--- src/rtl/pipelined_lut_activation.sv ---
// ---------------------------------------------------------------------------
// pipelined_lut_activation
//
// Three-stage LUT + linear-interpolation activation unit with run-time LUT
// loading, a nearest-sample mode and valid/ready flow control.
//
//   S1 : splits the input word into LUT index and fraction, latches mode
//   S2 : reads the base sample and the next sample (clamped at the top)
//   S3 : interpolates (or passes base in nearest mode) into out_a
//
// Ports
//   clk        clock, rising edge
//   rst        synchronous active-high reset (pipeline and LUT)
//   in_valid   input word present
//   in_ready   unit accepts input this cycle
//   in_z       signed pre-activation value
//   in_mode    0 = interpolate, 1 = nearest (base only)
//   out_valid  output word present
//   out_ready  downstream accepts output
//   out_a      signed activation result
//   cfg_we     LUT write strobe
//   cfg_addr   LUT entry index (offset binary, 0 = most negative sample)
//   cfg_data   signed LUT entry value
// ---------------------------------------------------------------------------
module pipelined_lut_activation #(
    parameter int DATA_W = 8,
    parameter int ADDR_W = 4
) (
    input  logic              clk,
    input  logic              rst,
    input  logic              in_valid,
    output logic              in_ready,
    input  logic [DATA_W-1:0] in_z,
    input  logic              in_mode,
    output logic              out_valid,
    input  logic              out_ready,
    output logic [DATA_W-1:0] out_a,
    input  logic              cfg_we,
    input  logic [ADDR_W-1:0] cfg_addr,
    input  logic [DATA_W-1:0] cfg_data
);

    localparam int FRAC_W = DATA_W - ADDR_W;
    localparam int DEPTH  = 1 << ADDR_W;
    localparam int PROD_W = DATA_W + FRAC_W + 2;

    // Inverting the MSB of the two's-complement index field turns it into an
    // offset-binary LUT address.
    localparam logic [ADDR_W-1:0] IDX_FLIP = ADDR_W'(1) << (ADDR_W - 1);
    localparam logic [ADDR_W-1:0] IDX_MAX  = '1;

    logic [DATA_W-1:0] lut [DEPTH];

    logic advance;

    logic              s1_valid;
    logic [ADDR_W-1:0] s1_idx;
    logic [FRAC_W-1:0] s1_rem;
    logic              s1_mode;
    logic [ADDR_W-1:0] s1_idx_next;

    logic              s2_valid;
    logic [DATA_W-1:0] s2_base;
    logic [DATA_W-1:0] s2_next;
    logic [FRAC_W-1:0] s2_rem;
    logic              s2_mode;

    logic signed [DATA_W:0]   diff;
    logic signed [PROD_W-1:0] diff_x;
    logic signed [PROD_W-1:0] rem_x;
    logic signed [PROD_W-1:0] base_x;
    logic signed [PROD_W-1:0] prod;
    logic        [DATA_W-1:0] result;

    // Single global advance: every stage moves together or holds together.
    assign advance  = !out_valid || out_ready;
    assign in_ready = advance;

    // Top entry has no successor; clamp instead of wrapping to entry 0.
    assign s1_idx_next = (s1_idx == IDX_MAX) ? s1_idx : s1_idx + ADDR_W'(1);

    // LUT storage. Reset restores the identity curve; writes land at the
    // edge, so an S2 read in the same cycle still sees the old entry.
    always_ff @(posedge clk) begin
        if (rst) begin
            for (int i = 0; i < DEPTH; i++) begin
                lut[i] <= DATA_W'((i - DEPTH / 2) * (1 << FRAC_W));
            end
        end else if (cfg_we) begin
            lut[cfg_addr] <= cfg_data;
        end
    end

    // Interpolation on the S2 registers. The result always lies between base
    // and next, so truncating back to DATA_W cannot overflow.
    always_comb begin
        diff   = {s2_next[DATA_W-1], s2_next} - {s2_base[DATA_W-1], s2_base};
        diff_x = {{(PROD_W - DATA_W - 1){diff[DATA_W]}}, diff};
        rem_x  = {{(PROD_W - FRAC_W){1'b0}}, s2_rem};
        base_x = {{(PROD_W - DATA_W){s2_base[DATA_W-1]}}, s2_base};
        prod   = diff_x * rem_x;
        result = s2_mode ? s2_base : DATA_W'(base_x + (prod >>> FRAC_W));
    end

    always_ff @(posedge clk) begin
        if (rst) begin
            s1_valid  <= 1'b0;
            s1_idx    <= '0;
            s1_rem    <= '0;
            s1_mode   <= 1'b0;
            s2_valid  <= 1'b0;
            s2_base   <= '0;
            s2_next   <= '0;
            s2_rem    <= '0;
            s2_mode   <= 1'b0;
            out_valid <= 1'b0;
            out_a     <= '0;
        end else if (advance) begin
            s1_valid  <= in_valid;
            s1_idx    <= in_z[DATA_W-1:FRAC_W] ^ IDX_FLIP;
            s1_rem    <= in_z[FRAC_W-1:0];
            s1_mode   <= in_mode;

            // Samples are captured here, so later LUT writes cannot reach a
            // word that has already left S1.
            s2_valid  <= s1_valid;
            s2_base   <= lut[s1_idx];
            s2_next   <= lut[s1_idx_next];
            s2_rem    <= s1_rem;
            s2_mode   <= s1_mode;

            out_valid <= s2_valid;
            if (s2_valid) begin
                out_a <= result;
            end
        end
    end

endmodule
--- config.mk ---
export PLATFORM = sky130hd
export DESIGN_NAME = pipelined_lut_activation
export DESIGN_NICKNAME = d
export VERILOG_FILES = /design/src/rtl/pipelined_lut_activation.sv
export SDC_FILE = /design/constraint.sdc
export NUM_CORES = 1
export LEC_CHECK = 0
export CORE_AREA = 5 5 149 151
export DETAILED_ROUTE_END_ITERATION = 6
export DIE_AREA = 0 0 154 156
export GPL_TIMING_DRIVEN = 0
export MAX_ROUTING_LAYER = met4
export PLACE_DENSITY = 0.74
export REMOVE_ABC_BUFFERS = 1
export SYNTH_ARGS = -nofsm -noshare
export SYNTH_HDL_FRONTEND = slang
export SYNTH_SLANG_ARGS = --single-unit
--- constraint.sdc ---
create_clock -name clk -period 8.96 [get_ports clk]
set_input_delay 2.688 -clock clk [delete_from_list [all_inputs] [get_ports clk]]
set_output_delay 2.688 -clock clk [all_outputs]
set_load 0.03 [all_outputs]
# Yosys cells after proc, flatten, opt, wreduce, memory -nomap -nowiden
# Memory sizes are Yosys's and may differ from the RTL's. A register that Yosys moved wholly into a read port is not among the register bits.
# Index checks and enable logic that the tools add are counted.
# op_classes
n_addsub	3
n_bitwise	1
n_eq_ne	1
n_reduce_logical	4
mul	1
muxes	10
# ops
cell	count
$mux W8	2
$mul A9 B5 Y12	1
$sub A8 B8 Y9	1
$add A8 B8 Y8	1
$mux W4	2
$reduce_or A8 Y1	1
$mux W1	6
$add A4 B1 Y4 const B	1
$eq A4 B4 Y1 const B	1
$reduce_and A2 Y1	1
$logic_not A1 Y1	1
$logic_or A1 B1 Y1	1
$not A1 Y1	1
# totals
inputBits	26
wordCells	30
output_inout_bits	10
memories	1
mem_bits_rw	128
reg_bits	25
# memory_table
memory	depth	word_bits	read_ports	rd_clocked_by_memory_dff	write_ports	line_no	rtl
lut	16	8	2	2	16	52	logic [DATA_W-1:0] lut [DEPTH];

# Logic depth before layout (Yosys ltp)
# logic_depth
ltp_word	5
ltp_mapped	30
mapped_depth_nobuf	30

# Worst setup path after synthesis
# OpenSTA, ideal clock, no wires.
# synth_path
path_kind	input port to output port
from	input out_ready
to	output in_ready
t_required_ps	6272
n_path_buf	2
t_arrival_ps	3487
slack_ps	2785
stages	4
path_cell_list	nor2b_1 clkbuf_1 inv_2 buf_1
# synth_via
elab_chain_len	1
# synth_rtl
element	line_no	rtl
from (decl)	36	input logic out_ready,
$logic_or A1 B1 Y1	76	assign advance = !out_valid || out_ready;
to (decl)	32	output logic in_ready,
# No other way between the ends.

# Worst setup path after layout
# Same ends and word-level chain as after synthesis.

==> summary.txt <==
Run status: complete, no violations
Crit path launch type: input pin
Global-route wire length before repair: 36.5 mm
Final worst-path cycle share: 0.797
Adder-Cell Fraction of Synth Area: 0.0782
Slowest cell on the critical path: clkdlybuf4s50_1
Nets: 940
Required time reported for the critical path endpoint: 6.27 ns
CP max FO: 28
Post-synthesis average cell area: 11.9 um2
Avg Vias per Cell: 5.77
Proportion of synthesized chip area in sequential cells: 0.461
Headroom to the max-slew limit: 0.247
Placed cell areas: 10800 um2
Standard-cell row count: 53
Post-synthesis share of cell area spent on xor and xnor gates: 0.0139
Minimum period implied by the final worst setup slack: 7.14 ns
Dominant register cell in the synthesized netlist: edfxtp_1
Most frequent cell on the critical path: clkdlybuf4s50_1
Clock root buffer: clkbuf_16
Number of antenna violations at the first check in global routing: 0
Buffer count from post-CTS setup fixing: 0
Warnings from Yosys: 0
Multiplexer share of the synthesized area: 0.173
Number of clock buffers inserted by TritonCTS: 17
Total Routed Length: 23.2 mm
Total routing resource utilization after global routing: 0.202
Starting utilization of the core area: 0.489
Number of H-tree branching levels: 4
Complex-gate fraction of the synthesized area: 0.0599
Worst-path cell chain: clkdlybuf4s50_1, nor2b_2, inv_2, clkdlybuf4s50_1
Starting DRT DRC Count: 430
Total gr overflow: 0
Flops & latches, synth: 169
Crit path kind: input pin to output port
Post-synth EDFFs: 128
Count of endpoints failing hold in the final timing report: 0
# Max-Cap Violations: 0
Largest clock skew in the final design: 0.0134 ns
CP arrival: 4.45 ns
Ratio of total power to cell area: 185 nW/um2
N_diodes: 0
Final Wtd Congestion: 0.828
Pin count of the biggest net entering global routing: 42
WL/cell: 20.2 um
Yosys cell types: 51
Die extent in y: 156 um
Hold buffer count at cts: 0
Placeable core region: 20700 um2
Drc violations: 0
Area share of and/or/nand/nor cells after synthesis: 0.176
Top cell type's share of synthesized area: 0.380
Vias in the first global route: 6761
Finished Cell Area: 11400 um2
Number of gates resized after cts: 0
TritonCTS clock tree: built
Setup repair after global routing missed its margin: no
Final Setup Violations: 0
Die X: 154 um
Detail Route Antenna Nets: 0
Leading area contributor after synthesis: edfxtp_1
WP buf/inv: 3
Half-perimeter wire length of the detailed placement result: 16.9 mm
Combinational family with the most area after synthesis: simple AND/OR/NAND/NOR gates
Pre-antenna DRT Iters: 5
Layout-stage area growth over the synthesis result: 12.6%
Max-slew violation count: 0
Total number of vias: 6633
Maximum resistive drop on vdd: 0.130 mV
Syn Inst Count: 849
Ratio of cells with drive above 1 in the final layout: 0.167
Cell class contributing the biggest share of worst-path delay: buffers and inverters
Clock-pin slew on the worst setup and hold paths: 0.07 ns
Number of ports placed on the die boundary: 36
Setup TNS Final: 0 ns
Post-Synthesis Cell Area: 10100 um2
Leakage power: 4.25 nW
Class of the worst hold path: register to register
Worst-Skew Late Latency: 0.43 ns
Count of buffers inserted at the top-level ports: 35
Synth async-reset ratio: 0
Worst-case clock buffer depth: 2
Stage delay of the slowest cell on the critical path: 0.68 ns
Full die area: 24000 um2
Slew of the pin with the lowest slew margin: 1.12 ns
Maximum frequency from static timing analysis: 0.140 GHz
Clock net sink count: 169
Largest cells by area after synthesis: edfxtp_1 (38%), mux4_2 (16%), dfxtp_1 (8.1%), and2_1 (7.0%), ha_1 (4.5%)
Sort of element at the end of the critical path: output port
synthesized netlist by cell type, types with 11 or more instances:
cell type and instances:
fa_1 17, o21ai_0 22, xnor2_1 11, edfxtp_1 128, ha_1 36, mux2i_1 12, or3_1 30, nor2_1 39
nand2_1 80, inv_1 47, mux4_2 72, clkbuf_1 37, a21oi_1 47, dfxtp_1 41, and2_1 113, or2_2 18
logic make-up (layout without fill, tap and decap cells):
group	Yosys count	in the layout
buffers and inverters	98	123
xor gates and xnor gates	16	16
DFF	169	169
AOI/OAI and AO/OA	100	100
adders and majority gates	53	53
muxes	85	85
and+or+nand+nor	328	328
layout make-up:
type,count,area (um2)
clock inverters,15,153
flip-flops and latches,169,4670
inverters,48,180
clock buffers,17,425
well taps,275,344
fillers,1780,9310
multi-input cells,582,5110
repair buffers,43,507
power by group:
part	switching, mW	internal, mW
registers	0.0393	0.892
logic	0.243	0.213
clock network	0.345	0.372
total	0.628	1.48
final timing paths:
| path | depth (start not counted) | start | to | slack (ns) |
|---|---|---|---|---|
| worst max-delay path | 4 | out_ready | in_ready | 1.82 |
| worst max register to register | 26 | s2_base[1] | out_a[7] | 2.56 |
| worst min-delay path | 2 | s1_mode | s1_mode | 0.45 |
| worst min register to register | 2 | s1_mode | s1_mode | 0.45 |
cell usage in the layout, fill, tap and decap left out, types with 5 or more instances in the layout:
cell	count
inv_8	5
nor2_1	39
nor3b_1	5
or2_2	18
nor3_1	8
fa_1	17
clkdlybuf4s50_1	34
and2_1	113
mux2i_1	11
nand2b_1	10
nor2b_1	9
a21oi_1	47
clkbuf_16	17
o21ai_0	22
inv_1	47
nand2_1	80
or3_1	30
edfxtp_1	128
ha_1	36
xnor2_1	11
dfxtp_1	39
mux4_2	72
o21a_1	6
registers in the layout (all words and copies together) (netlist names):
register and count:
lut 128, out_a 8, s2_base 8, s2_next 8, s1_idx 4, s1_rem 4
s2_rem 4, out_valid 1, s1_mode 1, s1_valid 1, s2_mode 1, s2_valid 1
metal layers:
metal,wire length [um],vias to the layer above,GRT usage
li1,-,3083,-
met1,9090,3309,0.240
met2,12300,204,0.353
met3,1130,37,0.0280
met4,686,0,0.0711
met5,0,-,-
tightest hold or removal path, stage by stage, from the launching register on:
cell     delay, ns
dfxtp_1       0.31
nand2_1       0.05
a21oi_1       0.05
per-stage QoR:
step	cells	utilization	worst slack (ns)	total power, mW	hold WS, ns
after floorplan	799	-	2.23	1.26	0.426
after global placement	1109	0.513	0.393	1.38	0.439
after detailed placement	1117	0.522	1.84	1.40	0.447
after CTS	1149	0.550	1.82	2.11	0.457
after global routing	1149	0.550	1.74	2.19	0.478
final	1149	0.550	1.82	2.10	0.453
Power figures use the tool's default switching activity.
==> patch: new RTL, config.mk and constraints unchanged <==
Register the inputs `in_mode`, `cfg_we`, `cfg_addr` and `cfg_data` before use, without a reset. The logic sees them one clock later. The other inputs are not delayed to match.
--- a/src/rtl/pipelined_lut_activation.sv
+++ b/src/rtl/pipelined_lut_activation.sv
@@ -49,6 +49,18 @@
     localparam logic [ADDR_W-1:0] IDX_FLIP = ADDR_W'(1) << (ADDR_W - 1);
     localparam logic [ADDR_W-1:0] IDX_MAX  = '1;
 
+    logic in_mode_q;
+    logic cfg_we_q;
+    logic [ADDR_W-1:0] cfg_addr_q;
+    logic [DATA_W-1:0] cfg_data_q;
+
+    always_ff @(posedge clk) begin
+        in_mode_q  <= in_mode;
+        cfg_we_q   <= cfg_we;
+        cfg_addr_q <= cfg_addr;
+        cfg_data_q <= cfg_data;
+    end
+
     logic [DATA_W-1:0] lut [DEPTH];
 
     logic advance;
@@ -86,8 +98,8 @@
             for (int i = 0; i < DEPTH; i++) begin
                 lut[i] <= DATA_W'((i - DEPTH / 2) * (1 << FRAC_W));
             end
-        end else if (cfg_we) begin
-            lut[cfg_addr] <= cfg_data;
+        end else if (cfg_we_q) begin
+            lut[cfg_addr_q] <= cfg_data_q;
         end
     end
 
@@ -119,7 +131,7 @@
             s1_valid  <= in_valid;
             s1_idx    <= in_z[DATA_W-1:FRAC_W] ^ IDX_FLIP;
             s1_rem    <= in_z[FRAC_W-1:0];
-            s1_mode   <= in_mode;
+            s1_mode   <= in_mode_q;
 
             // Samples are captured here, so later LUT writes cannot reach a
             // word that has already left S1.
Check against the original RTL: not equivalent (Yosys sat finds a counterexample within 4 cycles, from zero or initial values and one cycle with rst high).
==> patch against the unedited design <==
Clock skew down 0.0029 ns. Register-to-register slack better by 0.07 ns. Die area unchanged. Wire length up 1.0%. Synthesized area up 2.8%. Sequential cell count up 14. Via count up 1.9%. Design area up 2.7%. Total power down 0.97%. Count of clock-buffer cells in the layout up 1. Setup slack worse by 0.10 ns. Sequential share of layout area up 1.3 points. Highest routed layer unchanged.
==> patch: results <==
[detailed_routing]
vias = 6757
dr.first_iter.drc_count = 461
drt-total-wl_um = 23460

[synth]
synthTopCellsByCount = 128 x edfxtp_1, 112 x and2_1, 84 x nand2_1
avgSynthCellArea_um2 = 12.08
synth.yosys.seq_area_share_pct = 47.55
synthTopCellsByArea = edfxtp_1 37%, mux4_2 16%, dfxtp_1 11%
synthArstFlopShare_pct = 0
yosys.cell_types.count = 49
yosys_warnings = 0

[worst_setup_path]
rrSetupSlack_ns = 2.63
r2r_start = s2_next[0]
cp.arrival_ns = 4.56

[placed_design]
dpl.cell_count = 1130
gp_congestion = 0.8208
dp_hpwl_um = 16690
place_ws_ns = 1.704

[cells_and_area]
layout-drive-gt1-share_pct = 15.78
fin_cells = 1164
final_nets = 953
fillers = 1684

[global_route]
antenna_found_initial = 2
grt_pass1_wl_um = 37140
grt_max_degree = 44
grt_usage_pct = 20.79

[timing]
whs_ns = 0.4443
max_slew.worst_pin.slew_ns = 1.177
skew_ns = 0.01045

[pwr]
irDropWorstVdd_mv = 0.1399
p_leak_nw = 4.414
p_sw_share_pct = 27.77

[min_path]
hp-class = reg2reg
hold_start = in_mode_q

[run_status]
status = finished, final reports clean
==> patch: area by class of cell <==
type	count	area (um^2)	area share (%)
Clock buffer	18	429.2	3.673
Multi-Input combinational cell	584	5131	43.91
Timing Repair Buffer	43	518.0	4.433
Sequential cell	183	4947	42.34
Inverter	45	168.9	1.446
Clock inverter	14	141.4	1.210
Antenna cell	2	5.005	0.04283
Tap cell	275	344.1	2.945
==> patch: critical path: stages <==
cell	delay, ns
clkdlybuf4s50_1	0.47
nor2b_2	0.09
buf_8	0.17
inv_2	0.36
clkdlybuf4s50_1	0.77
==> patch: worst max path at each step <==
stage,start,endpoint,slack [ns],cells after the start
after floorplan,out_ready,in_ready,2.23,2
after global placement,out_ready,in_ready,0.45,4
after detailed placement,out_ready,in_ready,1.70,5
after CTS,out_ready,in_ready,1.70,5
after global routing,out_ready,in_ready,1.59,5
final,out_ready,in_ready,1.71,5
==> patch: logic make-up after synthesis <==
group	count (synthesis)	share of synthesized area (%)
AOI/OAI and AO/OA	90	4.969
DFF	183	47.55
and+or+nand+nor	329	17.07
xor gates and xnor gates	22	1.985
buffers and inverters	94	3.477
adders and majority gates	53	7.603
muxes	90	17.35
==> patch: per-layer routing <==
metal	vias up	GRT usage, %	routed length [um]
met5	-	-	0
met1	3370	25.20	9320
met4	0	6.812	407
met2	233	36.02	12360
li1	3120	-	-
met3	34	3.051	1369
==> patch: power groups by stage <==
stage / Combinational (mW) / Clock, mW / Sequential (mW)
CTS: 0.377 / 0.734 / 0.976
global placement: 0.357 / 0 / 0.998
floorplan: 0.265 / 0 / 0.986
global route: 0.414 / 0.771 / 0.982
detailed placement: 0.374 / 0 / 0.995
finish: 0.374 / 0.732 / 0.977
==> patch: per-stage QoR <==
step	power, mW	util [%]
after floorplan	1.251	-
after global placement	1.355	52.69
after detailed placement	1.369	53.70
after CTS	2.087	56.45
after global routing	2.167	56.48
final	2.083	56.48
